`src/rtl/cache_pkg.sv`:
```
// Shared definitions for the cache refill controller: default widths and FSM states.
package cache_pkg;

  localparam int ADDR_W  = 15;
  localparam int INDEX_W = 12;
  localparam int DATA_W  = 32;

  typedef enum logic [2:0] {
    IDLE     = 3'd0,
    LOOKUP   = 3'd1,
    MEM_REQ  = 3'd2,
    MEM_WAIT = 3'd3,
    FILL     = 3'd4,
    RESP     = 3'd5
  } state_t;

endpackage

```
`src/rtl/cache_refill_ctrl_if.sv`:
```
// Bundle of request, cache, backing-memory, response and statistics signals
// around the refill controller. master = controller side, slave = environment.
interface cache_refill_ctrl_if #(
  parameter int ADDR_W = cache_pkg::ADDR_W,
  parameter int DATA_W = cache_pkg::DATA_W,
  parameter int CNT_W  = 16
);

  logic              req_valid;
  logic [ADDR_W-1:0] req_addr;
  logic              req_ready;
  logic [ADDR_W-1:0] cache_addr;
  logic              cache_hit;
  logic [DATA_W-1:0] cache_rdata;
  logic              fill_en;
  logic [ADDR_W-1:0] fill_addr;
  logic [DATA_W-1:0] fill_data;
  logic              mem_req;
  logic [ADDR_W-1:0] mem_addr;
  logic              mem_gnt;
  logic              mem_rvalid;
  logic [DATA_W-1:0] mem_rdata;
  logic              resp_valid;
  logic [DATA_W-1:0] resp_data;
  logic              resp_hit;
  logic              resp_err;
  logic              resp_ready;
  logic [CNT_W-1:0]  hit_cnt;
  logic [CNT_W-1:0]  miss_cnt;

  modport master (
    input  req_valid, req_addr, cache_hit, cache_rdata,
           mem_gnt, mem_rvalid, mem_rdata, resp_ready,
    output req_ready, cache_addr, fill_en, fill_addr, fill_data,
           mem_req, mem_addr, resp_valid, resp_data, resp_hit, resp_err,
           hit_cnt, miss_cnt
  );

  modport slave (
    output req_valid, req_addr, cache_hit, cache_rdata,
           mem_gnt, mem_rvalid, mem_rdata, resp_ready,
    input  req_ready, cache_addr, fill_en, fill_addr, fill_data,
           mem_req, mem_addr, resp_valid, resp_data, resp_hit, resp_err,
           hit_cnt, miss_cnt
  );

endinterface

```
`src/rtl/sat_counter.sv`:
```
// Saturating up-counter: holds at all-ones instead of wrapping; async clear.
module sat_counter #(
  parameter int CNT_W = 16
) (
  input  logic             clk,
  input  logic             clr,
  input  logic             inc,
  output logic [CNT_W-1:0] count
);

  // Count one event per cycle, sticking at the maximum value.
  always_ff @(posedge clk or posedge clr) begin
    if (clr) begin
      count <= '0;
    end else if (inc && (count != '1)) begin
      count <= count + 1'b1;
    end
  end

endmodule

```
`src/rtl/cache_refill_ctrl.sv`:
```
// Single-outstanding read controller: probes the direct-mapped cache, refills
// it from backing memory on a miss, and aborts a fetch that stalls too long.
module cache_refill_ctrl #(
  parameter int ADDR_W  = cache_pkg::ADDR_W,
  parameter int INDEX_W = cache_pkg::INDEX_W,
  parameter int DATA_W  = cache_pkg::DATA_W,
  parameter int TIMEOUT = 255,
  parameter int CNT_W   = 16
) (
  input  logic                clk,
  input  logic                rst,
  cache_refill_ctrl_if.master bus
);

  import cache_pkg::*;

  // Wait counter must be able to hold the value TIMEOUT itself.
  localparam int TW = $clog2(TIMEOUT + 1);

  state_t            state;
  logic [ADDR_W-1:0] addr;
  logic [DATA_W-1:0] data;
  logic [TW-1:0]     wait_cnt;
  logic              req_ready_r;
  logic              mem_req_r;
  logic              fill_en_r;
  logic              resp_valid_r;
  logic              resp_hit_r;
  logic              resp_err_r;
  logic              hit_inc;
  logic              miss_inc;
  logic [CNT_W-1:0]  hit_count;
  logic [CNT_W-1:0]  miss_count;

  // The lookup cycle is the only place a request is classified; a timed-out
  // fetch has already been counted as a miss here.
  assign hit_inc  = (state == LOOKUP) &&  bus.cache_hit;
  assign miss_inc = (state == LOOKUP) && !bus.cache_hit;

  // Control FSM plus address/data capture; all handshake outputs registered.
  always_ff @(posedge clk or posedge rst) begin
    if (rst) begin
      state        <= IDLE;
      addr         <= '0;
      data         <= '0;
      wait_cnt     <= '0;
      req_ready_r  <= 1'b1;
      mem_req_r    <= 1'b0;
      fill_en_r    <= 1'b0;
      resp_valid_r <= 1'b0;
      resp_hit_r   <= 1'b0;
      resp_err_r   <= 1'b0;
    end else begin
      fill_en_r <= 1'b0;
      case (state)
        IDLE: begin
          if (bus.req_valid) begin
            addr        <= bus.req_addr;
            req_ready_r <= 1'b0;
            state       <= LOOKUP;
          end
        end
        LOOKUP: begin
          if (bus.cache_hit) begin
            data         <= bus.cache_rdata;
            resp_hit_r   <= 1'b1;
            resp_err_r   <= 1'b0;
            resp_valid_r <= 1'b1;
            state        <= RESP;
          end else begin
            mem_req_r <= 1'b1;
            wait_cnt  <= '0;
            state     <= MEM_REQ;
          end
        end
        MEM_REQ: begin
          if (bus.mem_gnt) begin
            mem_req_r <= 1'b0;
            state     <= MEM_WAIT;
          end
        end
        MEM_WAIT: begin
          // Returned data takes priority over an abort in the same cycle.
          if (bus.mem_rvalid) begin
            data      <= bus.mem_rdata;
            fill_en_r <= 1'b1;
            state     <= FILL;
          end else if (wait_cnt == TW'(TIMEOUT)) begin
            data         <= '0;
            resp_hit_r   <= 1'b0;
            resp_err_r   <= 1'b1;
            resp_valid_r <= 1'b1;
            state        <= RESP;
          end else begin
            wait_cnt <= wait_cnt + TW'(1);
          end
        end
        FILL: begin
          resp_hit_r   <= 1'b0;
          resp_err_r   <= 1'b0;
          resp_valid_r <= 1'b1;
          state        <= RESP;
        end
        RESP: begin
          if (bus.resp_ready) begin
            resp_valid_r <= 1'b0;
            resp_hit_r   <= 1'b0;
            resp_err_r   <= 1'b0;
            req_ready_r  <= 1'b1;
            state        <= IDLE;
          end
        end
        default: state <= IDLE;
      endcase
    end
  end

  sat_counter #(.CNT_W(CNT_W)) u_hit_cnt (
    .clk   (clk),
    .clr   (rst),
    .inc   (hit_inc),
    .count (hit_count)
  );

  sat_counter #(.CNT_W(CNT_W)) u_miss_cnt (
    .clk   (clk),
    .clr   (rst),
    .inc   (miss_inc),
    .count (miss_count)
  );

  assign bus.req_ready  = req_ready_r;
  assign bus.cache_addr = addr;
  assign bus.mem_req    = mem_req_r;
  assign bus.mem_addr   = addr;
  assign bus.fill_en    = fill_en_r;
  // Fill location is the latched tag concatenated with the latched index.
  assign bus.fill_addr  = {addr[ADDR_W-1:INDEX_W], addr[INDEX_W-1:0]};
  assign bus.fill_data  = data;
  assign bus.resp_valid = resp_valid_r;
  assign bus.resp_data  = data;
  assign bus.resp_hit   = resp_hit_r;
  assign bus.resp_err   = resp_err_r;
  assign bus.hit_cnt    = hit_count;
  assign bus.miss_cnt   = miss_count;

endmodule

```
`src/flat_wrapper.sv`:
```
// flat-port wrapper written by rule: the top's interface ports become plain ports
module cache_refill_ctrl_flat import cache_pkg::*;
#(
  parameter int ADDR_W  = cache_pkg::ADDR_W,
  parameter int INDEX_W = cache_pkg::INDEX_W,
  parameter int DATA_W  = cache_pkg::DATA_W,
  parameter int TIMEOUT = 255,
  parameter int CNT_W   = 16
)
  (clk, rst, bus_req_valid, bus_req_addr, bus_cache_hit, bus_cache_rdata, bus_mem_gnt, bus_mem_rvalid, bus_mem_rdata, bus_resp_ready, bus_req_ready, bus_cache_addr, bus_fill_en, bus_fill_addr, bus_fill_data, bus_mem_req, bus_mem_addr, bus_resp_valid, bus_resp_data, bus_resp_hit, bus_resp_err, bus_hit_cnt, bus_miss_cnt);
  cache_refill_ctrl_if #(.ADDR_W(ADDR_W), .DATA_W(DATA_W), .CNT_W(CNT_W)) bus_i ();
  input  logic clk;
  input  logic rst;
  input wire logic [$bits(bus_i.req_valid)-1:0] bus_req_valid;
  input wire logic [$bits(bus_i.req_addr)-1:0] bus_req_addr;
  input wire logic [$bits(bus_i.cache_hit)-1:0] bus_cache_hit;
  input wire logic [$bits(bus_i.cache_rdata)-1:0] bus_cache_rdata;
  input wire logic [$bits(bus_i.mem_gnt)-1:0] bus_mem_gnt;
  input wire logic [$bits(bus_i.mem_rvalid)-1:0] bus_mem_rvalid;
  input wire logic [$bits(bus_i.mem_rdata)-1:0] bus_mem_rdata;
  input wire logic [$bits(bus_i.resp_ready)-1:0] bus_resp_ready;
  output wire logic [$bits(bus_i.req_ready)-1:0] bus_req_ready;
  output wire logic [$bits(bus_i.cache_addr)-1:0] bus_cache_addr;
  output wire logic [$bits(bus_i.fill_en)-1:0] bus_fill_en;
  output wire logic [$bits(bus_i.fill_addr)-1:0] bus_fill_addr;
  output wire logic [$bits(bus_i.fill_data)-1:0] bus_fill_data;
  output wire logic [$bits(bus_i.mem_req)-1:0] bus_mem_req;
  output wire logic [$bits(bus_i.mem_addr)-1:0] bus_mem_addr;
  output wire logic [$bits(bus_i.resp_valid)-1:0] bus_resp_valid;
  output wire logic [$bits(bus_i.resp_data)-1:0] bus_resp_data;
  output wire logic [$bits(bus_i.resp_hit)-1:0] bus_resp_hit;
  output wire logic [$bits(bus_i.resp_err)-1:0] bus_resp_err;
  output wire logic [$bits(bus_i.hit_cnt)-1:0] bus_hit_cnt;
  output wire logic [$bits(bus_i.miss_cnt)-1:0] bus_miss_cnt;
  assign bus_i.req_valid = bus_req_valid;
  assign bus_i.req_addr = bus_req_addr;
  assign bus_i.cache_hit = bus_cache_hit;
  assign bus_i.cache_rdata = bus_cache_rdata;
  assign bus_i.mem_gnt = bus_mem_gnt;
  assign bus_i.mem_rvalid = bus_mem_rvalid;
  assign bus_i.mem_rdata = bus_mem_rdata;
  assign bus_i.resp_ready = bus_resp_ready;
  assign bus_req_ready = bus_i.req_ready;
  assign bus_cache_addr = bus_i.cache_addr;
  assign bus_fill_en = bus_i.fill_en;
  assign bus_fill_addr = bus_i.fill_addr;
  assign bus_fill_data = bus_i.fill_data;
  assign bus_mem_req = bus_i.mem_req;
  assign bus_mem_addr = bus_i.mem_addr;
  assign bus_resp_valid = bus_i.resp_valid;
  assign bus_resp_data = bus_i.resp_data;
  assign bus_resp_hit = bus_i.resp_hit;
  assign bus_resp_err = bus_i.resp_err;
  assign bus_hit_cnt = bus_i.hit_cnt;
  assign bus_miss_cnt = bus_i.miss_cnt;
  cache_refill_ctrl #(.ADDR_W(ADDR_W), .INDEX_W(INDEX_W), .DATA_W(DATA_W), .TIMEOUT(TIMEOUT), .CNT_W(CNT_W)) u_core (.clk(clk), .rst(rst), .bus(bus_i));
endmodule
```
`config.mk`:
```
export PLATFORM = sky130hd
export DESIGN_NAME = cache_refill_ctrl_flat
export DESIGN_NICKNAME = d
export VERILOG_FILES = /design/src/rtl/cache_pkg.sv /design/src/rtl/cache_refill_ctrl_if.sv /design/src/rtl/sat_counter.sv /design/src/rtl/cache_refill_ctrl.sv /design/src/flat_wrapper.sv
export SDC_FILE = /design/constraint.sdc
export NUM_CORES = 1
export LEC_CHECK = 0
export CAP_MARGIN = 5
export CORE_ASPECT_RATIO = 0.7
export CORE_MARGIN = 4
export CORE_UTILIZATION = 45
export CTS_CLUSTER_SIZE = 30
export DETAILED_ROUTE_END_ITERATION = 10
export PLACE_DENSITY = 0.86
export SYNTH_ARGS = -nofsm -noshare
export SYNTH_HDL_FRONTEND = slang
export SYNTH_SLANG_ARGS = --single-unit
```
`constraint.sdc`:
```
create_clock -name clk -period 6.2 [get_ports clk]
set_input_delay 0.62 -clock clk [delete_from_list [all_inputs] [get_ports clk]]
set_output_delay 0.62 -clock clk [all_outputs]
set_load 0.05 [all_outputs]
```
# Yosys cells after proc, flatten, opt, wreduce, memory -nomap -nowiden
# Cells that the tools add are included.
[totals]
input_bits = 86
ramBits = 0
reg_bits = 96
romBits = 0
word_cells = 82
latchBits = 0
memories = 0
[op_classes]
n_bitwise = 0
eq_ne = 17
multipliers = 0
n_div = 0
shifts = 0
addsub = 3
n_mux = 33
reduce_logical = 17
n_lt_le_gt_ge = 0
[ops]
columns = ["operator", "n"]
rows = [
  ["32-bit 2-to-1 mux", 3],
  ["32-bit case mux with 2 select lines", 1],
  ["16-bit by 1-bit adder with 16-bit output (second input constant)", 2],
  ["16-bit inequality test (second input constant)", 2],
  ["8-bit 2-to-1 mux", 3],
  ["3-bit 2-to-1 mux", 6],
  ["3-bit case mux with 6 select lines", 1],
  ["8-bit case mux with 2 select lines", 1],
  ["2-bit inequality test (second input constant)", 7],
  ["1-bit 2-to-1 mux", 13],
  ["1-bit case mux with 4 select lines", 3],
  ["3-bit AND reduction", 3],
  ["8-bit by 1-bit adder with 8-bit output (second input constant)", 1],
  ["8-bit equality test (second input constant)", 1],
  ["4-bit AND reduction", 2],
  ["3-bit by 2-bit equality test with 1-bit output (second input constant)", 2],
  ["3-bit equality test (second input constant)", 2],
  ["2-bit nonzero test", 3],
  ["5-bit AND reduction", 1],
  ["1-bit logical AND", 4],
  ["1-bit case mux with 2 select lines", 2],
  ["4-bit nonzero test", 1],
  ["3-bit by 1-bit equality test with 1-bit output (second input constant)", 1],
  ["3-bit logical NOT", 1],
  ["4 further kinds", 4],
]

# Logic depth before layout (Yosys ltp)
# Gate-level depths: netlist of the first run.
[depth]
ltp_word = 4
depth_mapped = 7

# By module
# Synthesis of the first run repeated with hierarchy kept, for this count alone.
[unflattened]
hier_cells = 446
hier_area_um2 = 5215.0
[by_module_without_submodules]
columns = ["module", "seq_area_each_um2", "cells_each", "n_inst", "area_per_inst_um2"]
rows = [
  ["cache_refill_ctrl", 1602.8, 304, 1, 3603.5],
  ["sat_counter", 400.4, 71, 2, 805.8],
]

# Least setup slack after synthesis of the first run
# OpenSTA, ideal clock, no wires.
[synth_path]
kind = "register -> register"
startpoint = "register u_core.u_miss_cnt.count[0]"
endpoint = "register u_core.u_miss_cnt.count[1]"
slack_ns = 4.020
path_stages_with_launch = 6
arrival_time_ns = 2.053
cell_sequence = "dfrtp_1 ha_1 nand4_1 nor4b_4 nor2_1 mux2_1"
[synth_via]
elab_chain_len = 2
word_cells_on_any_way = 3
classes_between = "add/sub: 1; eq/ne: 1; reduce/logical: 1"
[synth_lines]
columns = ["element", "line", "text"]
rows = [
  ["from (decl)", "sat_counter.sv:8", "output logic [CNT_W-1:0] count"],
  ["from (signal assigned)", "sat_counter.sv:16", "count <= count + 1'b1;"],
  ["branches (longest 2 deep; another with 16-bit by 1-bit adder with 16-bit output)", "--", ""],
]
# Parallel ways; which one is timed is not known.
# A chain may end at the register's enable or synchronous reset.

# Final worst setup path of the first run
[layout_path]
startpoint = "input bus_cache_hit"
endpoint = "register u_core.u_hit_cnt.count[15]"
[layout_via]
elab_chain_len = 2
[layout_lines]
columns = ["element", "line", "text"]
rows = [
  ["from (decl)", "flat_wrapper.sv:16", "input wire logic [$bits(bus_i.cache_hit)-1:0] bus_cache_hit;"],
  ["1-bit logical AND", "cache_refill_ctrl.sv:37", "assign hit_inc = (state == LOOKUP) && bus.cache_hit;"],
  ["1-bit logical AND", "sat_counter.sv:15", "end else if (inc && (count != '1)) begin"],
  ["to (signal assigned)", "sat_counter.sv:16", ""],
  ["to (decl)", "sat_counter.sv:8", ""],
]
# Every way passes these cells.

==> impl_metrics.yaml, run 1 <==
run_status:
  status: "finished, final reports clean"
placement:
  globalplace.congestion: 0.823
  portBuffers: 232
  hpwl_um: 10200
critical_path:
  critPathRequiredTime_ns: 6.38
  reg2reg_to: "u_core.u_hit_cnt.count[15]"
  cp_max_fo: 12
  rrSetupSlack_ns: 3.87
  cp-start-kind: "input pin"
  cp.arrival_ns: 2.68
  r2r_cells: 4
  endpoint: "u_core.u_hit_cnt.count[15]"
  cp-end-kind: "flip-flop"
  setup.worst_path.class: "input pin to flip-flop"
  cp-startpoint: "bus_cache_hit"
  reg2reg_from: "u_core.state[1]"
clock_tree:
  cts_tree: "done"
  h-tree-depth: 3
  ctsHoldBuffers: 0
  cts_made_buffers: 9
  post_cts_buffers: 0
  clock-sinks: 96
  clk_latency_ns: 0.33
  path_clk_slew_ns: 0.07
  cts-resized-gates: 0
  cts-root-buf: "clkbuf_16"
  ctsLongestPathBuffers: 2
floorplanning:
  die_h_um: 96.8
  io_pins: 233
  start_util_pct: 46.1
  core_region_area_um2: 11000
  die_x_um: 135
  dieArea_um2: 13100
  rows: 32
drt:
  drt_wl_total_um: 13300
  first_iter_violations: 123
  wl_per_cell_um: 17.2
  vias: 4004
  postRouteAntennaNets: 0
  drc: 0
  viasPerCell: 5.19
  firstDrtPassIters: 4
yosys:
  synth_warnings: 0
  synthTopCellsByArea: "dfrtp_1 (47%), mux2_2 (11%), buf_4 (9.2%)"
  syn-num-nets: 535
  async_flop_share_pct: 100
  netlist-cell-type-count: 53
  netlist_area_um2: 5070
  avgSynthCellArea_um2: 11.4
  yosysSeqAreaShare_pct: 47.4
  synth_top_area_share_pct: 46.9
  yosysTopAreaCell: "dfrtp_1"
  synth-edff-count: 0
  synth_cells: 446
  ys_seq_elements: 96
  ys.flop_type: "dfrtp_1"
grt:
  grt_overflow: 0
  grtUsageTotal_pct: 20.4
  grt_pass1_vias: 4197
  grt_pass1_wl_um: 21500
  grt_max_degree: 67
  antenna_found_initial: 0
timing:
  setup-tns-final_ns: 0
  hold_violations: 0
  setup_viol: 0
  maxSlewViolCount: 0
  fmax_mhz: 401
  worst_pin_slew_ns: 1.02
  rsz0062_at_grt: "false"
  fin_crit_sh_pct: 40.2
  finClkSkew_ns: 0.00584
  period_needed_ns: 2.49
  slew_headroom_pct: 31.5
finish:
  antennaDiodeCount: 0
  drive_gt1_share_pct: 13.6
  area_delta_synth_final_pct: 45.6
  layout_commonest_cell: "clkdlybuf4s50_1"
  nNetsFinal: 703
  mostFrequentLayoutCells: "clkdlybuf4s50_1 (232), dfrtp_1 (95), mux2_2 (51)"
pwr:
  power.density_nw_per_um2: 618
  leakagePower_nw: 3.15
  peakVddDrop_v: 0.000397
  power_mw: 4.56
run:
  cap_violations: 0
worst_hold_path:
  hold_class: "flip-flop to flip-flop"
[stage by stage]
step	hold slack [ns]	setup WS [ns]	cell area [um2]	utilization, %	instances
2_1_floorplan	0.481	3.08	5070	-	446
3_3_place_gp	0.479	3.53	7080	64.3	756
3_5_place_dp	0.481	3.38	7080	64.3	756
4_1_cts	0.489	3.74	7390	67.1	772
5_1_grt	0.523	3.54	7390	67.1	772
6_report	0.492	3.71	7390	67.1	772
[synthesized netlist by cell type (8+ instances only)]
| library cell | n |
|---|---|
| xor2_1 | 26 |
| mux2_2 | 51 |
| a22o_1 | 32 |
| inv_1 | 10 |
| nand2_1 | 23 |
| nand3_1 | 9 |
| nor2_1 | 14 |
| buf_2 | 8 |
| dfrtp_1 | 95 |
| nor3_1 | 16 |
| nand4_1 | 8 |
| buf_4 | 62 |
[kinds of logic after synthesis]
group                      after synthesis  synth area share, %
and+or+nand+nor                        112                 13.6
DFF                                     96                 47.4
buffers and inverters                   89                 11.7
AOI/OAI and AO/OA                       62                 9.57
muxes                                   53                 11.7
xor gates and xnor gates                31                 5.35
adders and majority gates                3                0.740
[worst min-delay path by stage]
stage | startpoint | to | slack [ns] | depth (start not counted)
3_5_place_dp | u_core.u_miss_cnt.count[7] | u_core.u_miss_cnt.count[7] | 0.48 | 1
6_report | u_core.u_miss_cnt.count[7] | u_core.u_miss_cnt.count[7] | 0.49 | 1
4_1_cts | u_core.u_miss_cnt.count[7] | u_core.u_miss_cnt.count[7] | 0.49 | 1
2_1_floorplan | u_core.wait_cnt[0] | u_core.wait_cnt[0] | 0.48 | 1
5_1_grt | u_core.bus.resp_hit | u_core.bus.resp_hit | 0.52 | 1
3_3_place_gp | u_core.u_miss_cnt.count[15] | u_core.u_miss_cnt.count[15] | 0.48 | 1
[layout make-up]
type,count,area (um2)
fill,819,3620
sequential,96,2400
timing repair buffer,236,2350
multi-input combinational,261,2090
clock buffer,12,256
tap,153,191
clock inverter,4,52.6
inverter,10,40.0
[where the power goes]
part | switching [mW] | internal [mW]
clock network | 0.224 | 0.335
logic | 1.89 | 1.01
registers | 0.252 | 0.850
[per-layer routing]
layer  vias to the layer above  track usage [%]  part of all wire [%]
li1                       1870                -                     -
met1                      1913             25.3                    40
met2                       207             35.0                    50
met3                        14             6.34                   8.6
met4                         0             4.77                   1.4
met5                         -                0                     0
[flip-flops by register name, indices dropped and copies added (netlist names)]
signal,cells
u_core.u_hit_cnt.count,16
u_core.bus.resp_valid,1
u_core.bus.req_ready,1
u_core.bus.mem_req,1
u_core.wait_cnt,8
u_core.bus.fill_data,32
u_core.bus.fill_en,1
u_core.u_miss_cnt.count,16
u_core.state,3
u_core.bus.cache_addr,15
u_core.bus.resp_err,1
u_core.bus.resp_hit,1
[worst max-delay path: stages]
cell and delay, ns:
clkdlybuf4s50_1 0.60, nand4bb_1 0.42, or2_0 0.37, a2111oi_0 0.53
xor2_1 0.13
No activity file was read; power rests on OpenSTA's default activity.
==> run 2, diff against run 1 <==
--- a/config.mk
+++ b/config.mk
@@ -8,10 +8,10 @@
 export CAP_MARGIN = 5
 export CORE_ASPECT_RATIO = 0.7
 export CORE_MARGIN = 4
-export CORE_UTILIZATION = 45
+export CORE_UTILIZATION = 42
 export CTS_CLUSTER_SIZE = 30
 export DETAILED_ROUTE_END_ITERATION = 10
-export PLACE_DENSITY = 0.86
+export PLACE_DENSITY = 0.81
 export SYNTH_ARGS = -nofsm -noshare
 export SYNTH_HDL_FRONTEND = slang
 export SYNTH_SLANG_ARGS = --single-unit
==> constraint.sdc (replaced) <==
create_clock -name clk -period 2.5 [get_ports clk]
set_input_delay 0.25 -clock clk [delete_from_list [all_inputs] [get_ports clk]]
set_output_delay 0.25 -clock clk [all_outputs]
set_load 0.05 [all_outputs]
==> impl_metrics.yaml, run 2 (synthesized netlist as in run 1, its figures left out) <==
run_status:
  status: "finished, final reports clean"
timing:
  setup_viol: 0
  finClkSkew_ns: 0.00529
  fmax_mhz: 434
  hold_violations: 0
  rsz0062_at_grt: "false"
  fin_crit_sh_pct: 92.1
  slew_headroom_pct: 31.1
  period_needed_ns: 2.30
  worst_pin_slew_ns: 1.03
  setup-tns-final_ns: 0
  fin_hold_ws_ns: 0.364
  maxSlewViolCount: 0
clock_tree:
  cts_tree: "done"
  cts_made_buffers: 9
  clock-sinks: 96
  clk_latency_ns: 0.33
  h-tree-depth: 3
  cts-root-buf: "clkbuf_16"
  post_cts_buffers: 0
  ctsLongestPathBuffers: 2
  path_clk_slew_ns: 0.07
  cts-resized-gates: 0
  ctsHoldBuffers: 0
placement:
  globalplace.congestion: 0.841
  dp.cells: 766
  hpwl_um: 10300
  portBuffers: 232
drt:
  postRouteAntennaNets: 0
  vias: 4025
  firstDrtPassIters: 4
  wl_met2_um: 6550
  drt_wl_total_um: 13300
  routed-wl-met3_um: 1140
  viasPerCell: 5.15
  drt-met1-wl_um: 5410
  routed.top_layer: "met4"
  first_iter_violations: 122
  drc: 0
  wl_per_cell_um: 17.0
pwr:
  leakagePower_nw: 3.16
  peakVddDrop_v: 0.000956
  power_mw: 11.2
  power.density_nw_per_um2: 1510
run:
  cap_violations: 0
floorplanning:
  core_region_area_um2: 11800
  io_pins: 233
  die_h_um: 100
  rows: 33
  start_util_pct: 43.1
  die_x_um: 139
  dieArea_um2: 13900
critical_path:
  cp-end-kind: "flip-flop"
  setup.worst_path.class: "flip-flop to flip-flop"
  rrSetupSlack_ns: 0.20
  cp.arrival_ns: 2.52
  critPathRequiredTime_ns: 2.71
  cp_max_fo: 33
  cp-start-kind: "flip-flop"
finish:
  largest_reg_flops: 32
  nNetsFinal: 709
  area_delta_synth_final_pct: 46.3
  mostFrequentLayoutCells: "clkdlybuf4s50_1 (232), dfrtp_1 (95), mux2_2 (51)"
  antennaDiodeCount: 0
  layout_commonest_cell: "clkdlybuf4s50_1"
  fin_cells: 782
  drive_gt1_share_pct: 14.1
grt:
  grt_pass1_wl_um: 21200
  antenna_found_initial: 0
  grt_max_degree: 52
  grtUsageTotal_pct: 18.8
  grt_pass1_vias: 4237
  grt_overflow: 0
worst_hold_path:
  hold_class: "input pin to asynchronous set/reset pin"
==> run 2: power breakdown <==
part           internal [mW]  total, mW  switching, mW
registers               2.11       2.69          0.582
logic                   2.53       7.26           4.73
clock network          0.677       1.25          0.568
==> run 2: metal layers <==
| layer | vias to the layer above | GRT usage, % |
|---|---|---|
| li1 | 1882 | - |
| met2 | 181 | 32.8 |
| met1 | 1944 | 22.6 |
| met5 | - | 0 |
| met4 | 0 | 5.34 |
| met3 | 18 | 6.00 |
==> run 2: path summary, 6_finish.rpt <==
| kind | from | endpoint | cells past startpoint |
|---|---|---|---|
| setup / recovery | u_core.wait_cnt[0] | u_core.bus.fill_data[12] | 5 |
| hold / removal | rst | u_core.bus.fill_data[2] | 3 |
| setup reg to reg | u_core.wait_cnt[0] | u_core.bus.fill_data[12] | 5 |
| hold reg to reg | u_core.u_miss_cnt.count[7] | u_core.u_miss_cnt.count[7] | 1 |
| max in group asynchronous | rst | u_core.bus.req_ready | 3 |
| min in group clk | u_core.u_miss_cnt.count[7] | u_core.u_miss_cnt.count[7] | 1 |
==> run 2: per-stage QoR <==
stage	cell area [um2]	setup WS [ns]	util (%)
global placement	7160	0.205	60.8
finish	7420	0.198	63.1
detailed placement	7160	0.126	60.8
floorplan	5080	0.320	-
CTS	7420	0.199	63.1
global route	7420	0.0302	63.1
==> run 2: cell type report <==
cell class,count,area (um2)
Sequential cell,96,2400
Multi-Input combinational cell,261,2090
Inverter,10,41.3
Clock buffer,12,236
Fill cell,899,4340
Timing Repair Buffer,242,2420
Clock inverter,4,31.3
Tap cell,157,196
==> run 2: critical path: stages (launching register included) <==
cell,delay [ns]
dfrtp_1,0.40
ha_1,0.25
nand3_1,0.16
nor2_1,0.10
o21ai_4,0.82
mux2_2,0.42
